==> config.mk <==
export PLATFORM = sky130hd
export DESIGN_NAME = ibex_fetch_req_ctrl
export DESIGN_NICKNAME = d
export VERILOG_FILES = /design/src/rtl/ibex_pkg.sv /design/src/rtl/ibex_fetch_req_tag_fifo.sv /design/src/rtl/ibex_fetch_req_ctrl.sv
export SDC_FILE = /design/constraint.sdc
export NUM_CORES = 1
export LEC_CHECK = 0
export CORE_ASPECT_RATIO = 1.5
export CORE_MARGIN = 10
export CORE_UTILIZATION = 30
export CTS_CLUSTER_DIAMETER = 30
export DETAILED_ROUTE_END_ITERATION = 8
export GPL_ROUTABILITY_DRIVEN = 0
export PLACE_DENSITY = 0.55
export SLEW_MARGIN = 0
export SYNTH_ARGS = -nofsm -noshare
export SYNTH_HDL_FRONTEND = slang
export SYNTH_SLANG_ARGS = --single-unit
==> constraint.sdc <==
create_clock -name clk_i -period 5 [get_ports clk_i]
set_input_delay 0.5 -clock clk_i [delete_from_list [all_inputs] [get_ports clk_i]]
set_output_delay 0.5 -clock clk_i [all_outputs]
set_load 0.01 [all_outputs]
==> src/rtl/ibex_pkg.sv <==
// Shared types for the instruction-fetch request path: PCC exception flags,
// per-request tags carried from grant to response, and the request FSM states.
package ibex_pkg;

   typedef struct packed {
      logic tag_err;
      logic seal_err;
      logic perm_err;
   } cheri_instr_exc_t;

   typedef struct packed {
      logic             discard;
      logic             lower_err;
      logic             upper_err;
      cheri_instr_exc_t exc;
   } fetch_req_tag_t;

   typedef enum logic {
      FETCH_IDLE,
      FETCH_WAIT_GNT
   } fetch_req_state_e;

   // Returns {lower_err, upper_err}: the two halfwords of the fetched word
   // checked against [base, top) in 33-bit arithmetic so top=2^32 is usable.
   function automatic logic [1:0] pcc_bounds_chk(input logic [31:0] addr,
                                                 input logic [31:0] base,
                                                 input logic [32:0] top);
      logic [32:0] a;
      logic [32:0] b;
      logic        lower;
      logic        upper;
      a     = {1'b0, addr};
      b     = {1'b0, base};
      lower = (a < b) | ((a + 33'd2) > top);
      upper = ((a + 33'd2) < b) | ((a + 33'd4) > top);
      return {lower, upper};
   endfunction

endpackage

==> src/rtl/ibex_fetch_req_tag_fifo.sv <==
// Tag queue for in-flight fetches: pushed at grant, popped at response,
// with a broadcast that marks every queued request as stale.
module ibex_fetch_req_tag_fifo
   import ibex_pkg::*;
#(
   parameter int unsigned NUM_REQS = 2,
   parameter bit          ResetAll = 1'b0
) (
   input  logic                              clk_i,
   input  logic                              rst_ni,
   input  logic                              push_i,
   input  fetch_req_tag_t                    push_tag_i,
   input  logic                              pop_i,
   input  logic                              discard_all_i,
   output fetch_req_tag_t                    head_o,
   output logic [$clog2(NUM_REQS+1)-1:0]     cnt_o
);

   localparam int unsigned CntW = $clog2(NUM_REQS + 1);

   fetch_req_tag_t  entries_q [NUM_REQS];
   fetch_req_tag_t  entries_d [NUM_REQS];
   logic [CntW-1:0] cnt_q;
   logic [CntW-1:0] cnt_d;

   // Pop first, then flag survivors stale, then append; a push in the same
   // cycle as a discard broadcast carries its own discard bit from the caller.
   always_comb begin
      entries_d = entries_q;
      cnt_d     = cnt_q;
      if (pop_i && (cnt_q != '0)) begin
         for (int i = 0; i < NUM_REQS - 1; i++) begin
            entries_d[i] = entries_q[i+1];
         end
         cnt_d = cnt_q - CntW'(1);
      end
      if (discard_all_i) begin
         for (int i = 0; i < NUM_REQS; i++) begin
            if (CntW'(i) < cnt_d) entries_d[i].discard = 1'b1;
         end
      end
      if (push_i && (cnt_d < CntW'(NUM_REQS))) begin
         for (int i = 0; i < NUM_REQS; i++) begin
            if (CntW'(i) == cnt_d) entries_d[i] = push_tag_i;
         end
         cnt_d = cnt_d + CntW'(1);
      end
   end

   always_ff @(posedge clk_i) begin
      if (!rst_ni) begin
         cnt_q <= '0;
         if (ResetAll) entries_q <= '{default: '0};
      end else begin
         cnt_q     <= cnt_d;
         entries_q <= entries_d;
      end
   end

   assign head_o = entries_q[0];
   assign cnt_o  = cnt_q;

endmodule

==> src/rtl/ibex_fetch_req_ctrl.sv <==
// Instruction bus request sequencer feeding the fetch FIFO: issues aligned
// fetches, checks PCC bounds per request and drops responses made stale by branches.
//   state          | meaning
//   FETCH_IDLE     | no request pending; may start one this cycle
//   FETCH_WAIT_GNT | request on bus without grant; address held stable
module ibex_fetch_req_ctrl
   import ibex_pkg::*;
#(
   parameter int unsigned NUM_REQS = 2,
   parameter bit          ResetAll = 1'b0
) (
   input  logic                  clk_i,
   input  logic                  rst_ni,
   input  logic                  req_i,
   input  logic                  branch_i,
   input  logic [31:0]           branch_addr_i,
   input  logic [31:0]           pcc_base_i,
   input  logic [32:0]           pcc_top_i,
   input  cheri_instr_exc_t      pcc_exc_i,
   input  logic [NUM_REQS-1:0]   fifo_busy_i,
   output logic                  fifo_clear_o,
   output logic                  fifo_valid_o,
   output logic [31:0]           fifo_addr_o,
   output logic [31:0]           fifo_rdata_o,
   output logic                  fifo_err_o,
   output cheri_instr_exc_t      fifo_cheri_err_o,
   output logic                  fifo_cheri_lower_err_o,
   output logic                  fifo_cheri_upper_err_o,
   output logic                  fifo_cheri_upper_err_2_o,
   output logic                  instr_req_o,
   input  logic                  instr_gnt_i,
   output logic [31:0]           instr_addr_o,
   input  logic                  instr_rvalid_i,
   input  logic [31:0]           instr_rdata_i,
   input  logic                  instr_err_i,
   output logic                  busy_o
);

   localparam int unsigned CntW = $clog2(NUM_REQS + 1);

   fetch_req_state_e state_q, state_d;
   logic [31:0]      fetch_addr_q, fetch_addr_d;
   logic [31:0]      addr_pend_q, addr_pend_d;
   logic             pend_discard_q, pend_discard_d;
   logic [CntW-1:0]  out_cnt;
   fetch_req_tag_t   head_tag;
   fetch_req_tag_t   push_tag;
   logic             push;
   logic             push_discard;
   logic             slot_busy;
   logic             issue_ok;
   logic [1:0]       bnd_err;
   logic [31:0]      branch_aligned;

   assign branch_aligned = {branch_addr_i[31:2], 2'b00};

   // The FIFO must have room for every response already in flight plus this one.
   always_comb begin
      slot_busy = 1'b0;
      for (int i = 0; i < NUM_REQS; i++) begin
         if (out_cnt == CntW'(NUM_REQS - 1 - i)) slot_busy = fifo_busy_i[i];
      end
   end

   assign issue_ok = req_i & (out_cnt < CntW'(NUM_REQS)) & ~slot_busy;

   always_comb begin
      state_d        = state_q;
      fetch_addr_d   = fetch_addr_q;
      addr_pend_d    = addr_pend_q;
      pend_discard_d = pend_discard_q;
      instr_req_o    = 1'b0;
      instr_addr_o   = fetch_addr_q;
      push           = 1'b0;
      push_discard   = 1'b0;
      case (state_q)
         FETCH_IDLE: begin
            instr_addr_o = branch_i ? branch_aligned : fetch_addr_q;
            instr_req_o  = issue_ok;
            if (branch_i) fetch_addr_d = branch_aligned;
            if (issue_ok) begin
               if (instr_gnt_i) begin
                  push         = 1'b1;
                  fetch_addr_d = instr_addr_o + 32'd4;
               end else begin
                  state_d        = FETCH_WAIT_GNT;
                  addr_pend_d    = instr_addr_o;
                  pend_discard_d = 1'b0;
               end
            end
         end
         FETCH_WAIT_GNT: begin
            instr_req_o  = 1'b1;
            instr_addr_o = addr_pend_q;
            if (branch_i) begin
               fetch_addr_d   = branch_aligned;
               pend_discard_d = 1'b1;
            end
            if (instr_gnt_i) begin
               push           = 1'b1;
               push_discard   = pend_discard_q | branch_i;
               state_d        = FETCH_IDLE;
               pend_discard_d = 1'b0;
               if (!(pend_discard_q | branch_i)) fetch_addr_d = addr_pend_q + 32'd4;
            end
         end
         default: state_d = FETCH_IDLE;
      endcase
   end

   assign bnd_err  = pcc_bounds_chk(instr_addr_o, pcc_base_i, pcc_top_i);
   assign push_tag = '{discard:   push_discard,
                       lower_err: bnd_err[1],
                       upper_err: bnd_err[0],
                       exc:       pcc_exc_i};

   always_ff @(posedge clk_i) begin
      if (!rst_ni) begin
         state_q        <= FETCH_IDLE;
         fetch_addr_q   <= '0;
         pend_discard_q <= 1'b0;
         if (ResetAll) addr_pend_q <= '0;
      end else begin
         state_q        <= state_d;
         fetch_addr_q   <= fetch_addr_d;
         pend_discard_q <= pend_discard_d;
         addr_pend_q    <= addr_pend_d;
      end
   end

   ibex_fetch_req_tag_fifo #(
      .NUM_REQS (NUM_REQS),
      .ResetAll (ResetAll)
   ) u_tag_fifo (
      .clk_i         (clk_i),
      .rst_ni        (rst_ni),
      .push_i        (push),
      .push_tag_i    (push_tag),
      .pop_i         (instr_rvalid_i),
      .discard_all_i (branch_i),
      .head_o        (head_tag),
      .cnt_o         (out_cnt)
   );

   assign fifo_clear_o             = branch_i;
   assign fifo_addr_o              = branch_addr_i;
   assign fifo_valid_o             = instr_rvalid_i & ~head_tag.discard & ~branch_i;
   assign fifo_rdata_o             = instr_rdata_i;
   assign fifo_err_o               = instr_err_i;
   assign fifo_cheri_err_o         = head_tag.exc;
   assign fifo_cheri_lower_err_o   = head_tag.lower_err;
   assign fifo_cheri_upper_err_o   = head_tag.upper_err;
   assign fifo_cheri_upper_err_2_o = head_tag.upper_err;
   assign busy_o                   = (out_cnt != '0) | (state_q == FETCH_WAIT_GNT);

   rvalid_needs_outstanding_a : assert property (
      @(posedge clk_i) disable iff (!rst_ni) instr_rvalid_i |-> (out_cnt != '0));

endmodule

==> metrics <==
# hold bufs at CTS=0; Async SR Flop Fraction=0; vias per inst=~5.0; Hold Crit Depth=2; largest net degree at the start of global routing=29; share of post-route cells with drive strength above 1=0.09513; setup bufs post-CTS=0; area grow syn2layout=24.90%; Max Used Layer=met4; Top FF cell, synth=edfxtp_1; Crit path buffers/inverters=2; crit-path cells=clkdlybuf4s50_1 -> mux2_2 -> mux2i_1 -> or4_1 -> or4_4 -> or3_4 -> nor4_4 -> xnor2_1 -> ha_1 -> a21o_1 -> a21o_1 -> a221oi_1 -> o21ai_0 -> o31ai_1 -> buf_4 -> o21ai_1; Tot GR Track Use=0.1594; syn nets=1442; CTS tree=yes; cell mode on critical path=a21o_1; antenna violations before repair=0; Die Area=0.03976 mm2; Synth Instances=roughly 1200; hold path start=fetch_addr_q[0]$_SDFF_PN0_; RSZ-0062 raised after global routing=false; r2r startpoint=state_q$_SDFF_PN0_; non-filler cells in the finished layout=1724; deepest clock path buffer count=2; clk sinks=80; drt initial violations=just over 400; wl on met1=12.85 mm; residual DRC count=0; Die Ht=239.3 um; core region area=0.03173 mm2; vias in the first global route=9081; syn_area_per_cell=just over 8 um2; r2r endpoint=u_tag_fifo.head_o[4]$_DFFE_PP_; final setup TNS=0 ps; crit share post-route=0.9649; H-tree Lvls=3; Crit path max-delay family=simple AND/OR/NAND/NOR gates; Leakage=5.087 nW; Fmax=between 0.2 and 0.25 GHz; initial core utilization=0.3030; FF+latch count, synth=80; Worst R2R Setup Slack=250 ps; simple-gate portion of the synthesized area=0.1982; Worst EP arrival=around 4900 ps; Clock Tree Root=clkbuf_16; Flop pwr share=0.275; Slew Viols, Final=0; power share of the combinational group=0.491; Max VDD drop=about 0.00018 V; Via Count=8702; met3 routed WL=about 1.2 mm; mux contribution to synthesized area=0.07496; largest family of logic cells by synthesized area=simple AND/OR/NAND/NOR gates; cell internal pwr=between 1.5 and 2 mW; worst hold endpoint=addr_pend_q[0]$_DFFE_PP_; Overflow after GRT=0; Required @ worst endpoint=5090 ps; DRT antenna net count=0; Final Net Count=1585; post-synthesis cell area=0.009614 mm2; Psw=1.139 mW; drt pass-1 iters=5; final setup vio count=0; Synth Warn #=0; Netlist cell types=a little under 70; maxcap violations=0; Critical Path Sink Type=flip-flop; post-DP HPWL=28.06 mm; Hold Vio Cnt, Final=0; status=complete, no violations; Clock Skews=~5.5 ps; adder-cell area share of the yosys netlist=0.1757; sequential-to-total area share from yosys stat=0.2124; CP max-delay cell=or4_1; clk_lat worst skew=about 350 ps; Post-Route Utilization=0.3784; Post-Place Cells=1708; min-delay worst type=flip-flop to flip-flop; DIE WIDTH=166.2 um; Worst path max stage delay=around 560 ps; number of synthesized flops with an enable pin=44; number of cell rows=80; CP Max Fanout=5; Tmin final=roughly 4800 ps; Worst Reg-to-Reg Cells=16; top cells by area, synth=ha_1 18%, edfxtp_1 14%, xnor2_1 8.4%, dfxtp_1 7.5%, buf_4 5.6%; final WL=roughly 33 mm; complex-gate fraction of the synthesized area=0.1301; post-synthesis xor/xnor area fraction=0.09201; cell taking the most area after synthesis=ha_1; slew margin rel.=0.3200; Antenna Cells=0; clock power share=0.234; routed wl met2=between 15 and 20 mm; first-pass GRT wire length=approximately 51 mm; Setup CP Type=input port to flip-flop; count of buffers from port buffering=about 180; total CTS buffers=9; sw frac=0.3684; WL/cell=19.08 um; Slew @ Worst Pin=1016 ps; PD cells=around 260 mW/mm2; I/O pin cnt=248; Yosys top cell area share=0.1757; type of origin of the critical path=input port; hold_ws=543.0 ps; clock slew at reported path FFs=60 ps
==> placed cells by master (no fill, tap or decap), drive strengths merged, types with 6 or more instances in the layout <==
master	netlist	routed
clkdlybuf4s50	0	176
ha	135	135
inv	119	119
xnor2	92	92
nand2	78	78
nor2	74	74
buf	78	62
a21oi	49	49
mux2i	48	48
nand3	44	44
edfxtp	44	44
o21ai	43	43
dfxtp	36	36
nand4	34	34
nor3	27	27
a21o	21	21
mux2	21	21
and2	19	19
nor2b	15	15
nor4	15	15
a211oi	12	12
o211ai	11	11
or3	10	10
clkbuf	28	10
xor2	9	9
and4	8	8
and3	8	8
or4	8	8
o21a	6	6
==> layout make-up <==
cell class / instances / area, um2
clock buffers: 10 / 239.0
multi-input cells: 861 / 6456
fillers: 3219 / 19720
repair buffers: 238 / 2225
inverters: 119 / 446.7
flip-flops and latches: 80 / 2046
clock inverters: 6 / 82.58
well taps: 410 / 513.0
==> flip-flops by register name (all words and copies together), names as in the netlist <==
name and flops:
u_tag_fifo.cnt_o 2, state_q 1, u_tag_fifo.head_o 6, u_tag_fifo.entries_q 6, fetch_addr_q 32, addr_pend_q 32
pend_discard_q 1
==> Yosys cell counts, types with 6 or more instances <==
master and number:
o21ai_0 40, and3_1 8, xnor2_1 92, ha_1 135
nor2_1 74, a21o_1 21, clkbuf_1 28, mux2i_1 48
or4_1 7, o211ai_1 11, mux2_2 20, nand3_1 44
nor4_1 12, and4_1 8, nor2b_1 15, nor3_1 27
or3_1 9, a21oi_1 49, o21a_1 6, inv_1 104
inv_2 15, xor2_1 9, nand2_1 78, buf_4 72
and2_1 19, nand4_1 34, edfxtp_1 44, dfxtp_1 36
a211oi_1 12
==> routing by layer <==
layer  track usage  up-vias
li1              -     4369
met1        0.1661     4050
met2        0.3045      208
met5             0        -
met4       0.07616        0
met3       0.02379       75
==> timing repair <==
| item | CTS | global route |
|---|---|---|
| resized for setup | 0 | 1 |
| endpoints found under the hold margin | 0 | 0 |
| endpoints found under the setup margin | 0 | 2 |
==> worst max path at each step <==
| stage | startpoint | endpoint | slack [ps] | depth (start not counted) |
|---|---|---|---|---|
| floorplan | state_q$_SDFF_PN0_ | u_tag_fifo.head_o[4]$_DFFE_PP_ | 500 | 20 |
| finish | branch_addr_i[16] | u_tag_fifo.head_o[4]$_DFFE_PP_ | 180 | 16 |
| global route | branch_i | u_tag_fifo.head_o[4]$_DFFE_PP_ | 1 | 17 |
| CTS | state_q$_SDFF_PN0_ | u_tag_fifo.head_o[4]$_DFFE_PP_ | 140 | 16 |
| global placement | branch_i | u_tag_fifo.head_o[4]$_DFFE_PP_ | -150 | 19 |
| detailed placement | branch_addr_i[16] | u_tag_fifo.head_o[4]$_DFFE_PP_ | -150 | 16 |
==> kinds of logic (layout without fill, tap and decap cells) <==
| kind of cell | count (synthesis) | after routing |
|---|---|---|
| AOI/OAI and AO/OA | 193 | 193 |
| xor gates and xnor gates | 101 | 101 |
| adders and majority gates | 135 | 135 |
| buffers and inverters | 225 | 373 |
| DFF | 80 | 80 |
| muxes | 69 | 69 |
| and+or+nand+nor | 363 | 363 |
==> power groups by stage <==
stage | registers (mW) | clock network [mW] | logic, mW
after floorplan | 0.842 | 0 | 0.973
after global placement | 0.861 | 0 | 1.50
after detailed placement | 0.863 | 0 | 1.52
after CTS | 0.849 | 0.736 | 1.53
after global routing | 0.859 | 0.765 | 1.69
final | 0.849 | 0.724 | 1.52
==> metrics by stage <==
| step | cell area (um2) | worst slack, ps | total power [mW] |
|---|---|---|---|
| floorplan | 9614 | 504.4 | 1.815 |
| global placement | 11680 | -152.0 | 2.366 |
| detailed placement | 11680 | -149.0 | 2.387 |
| CTS | 12010 | 142.4 | 3.119 |
| global route | 12010 | 1.017 | 3.313 |
| finish | 12010 | 175.5 | 3.090 |
==> worst register-to-register path: stages, from the launching register on <==
cell	delay (ps)
dfxtp_4	500
buf_4	290
buf_4	290
mux2i_1	220
or3_1	520
nor4_1	420
nand2_1	140
nor2_1	230
xnor2_1	180
ha_1	300
nand4_1	140
nor2_1	60
a221oi_1	250
o21ai_0	160
o31ai_1	520
buf_4	210
o21ai_1	70
(Power assumes the default switching activity.)
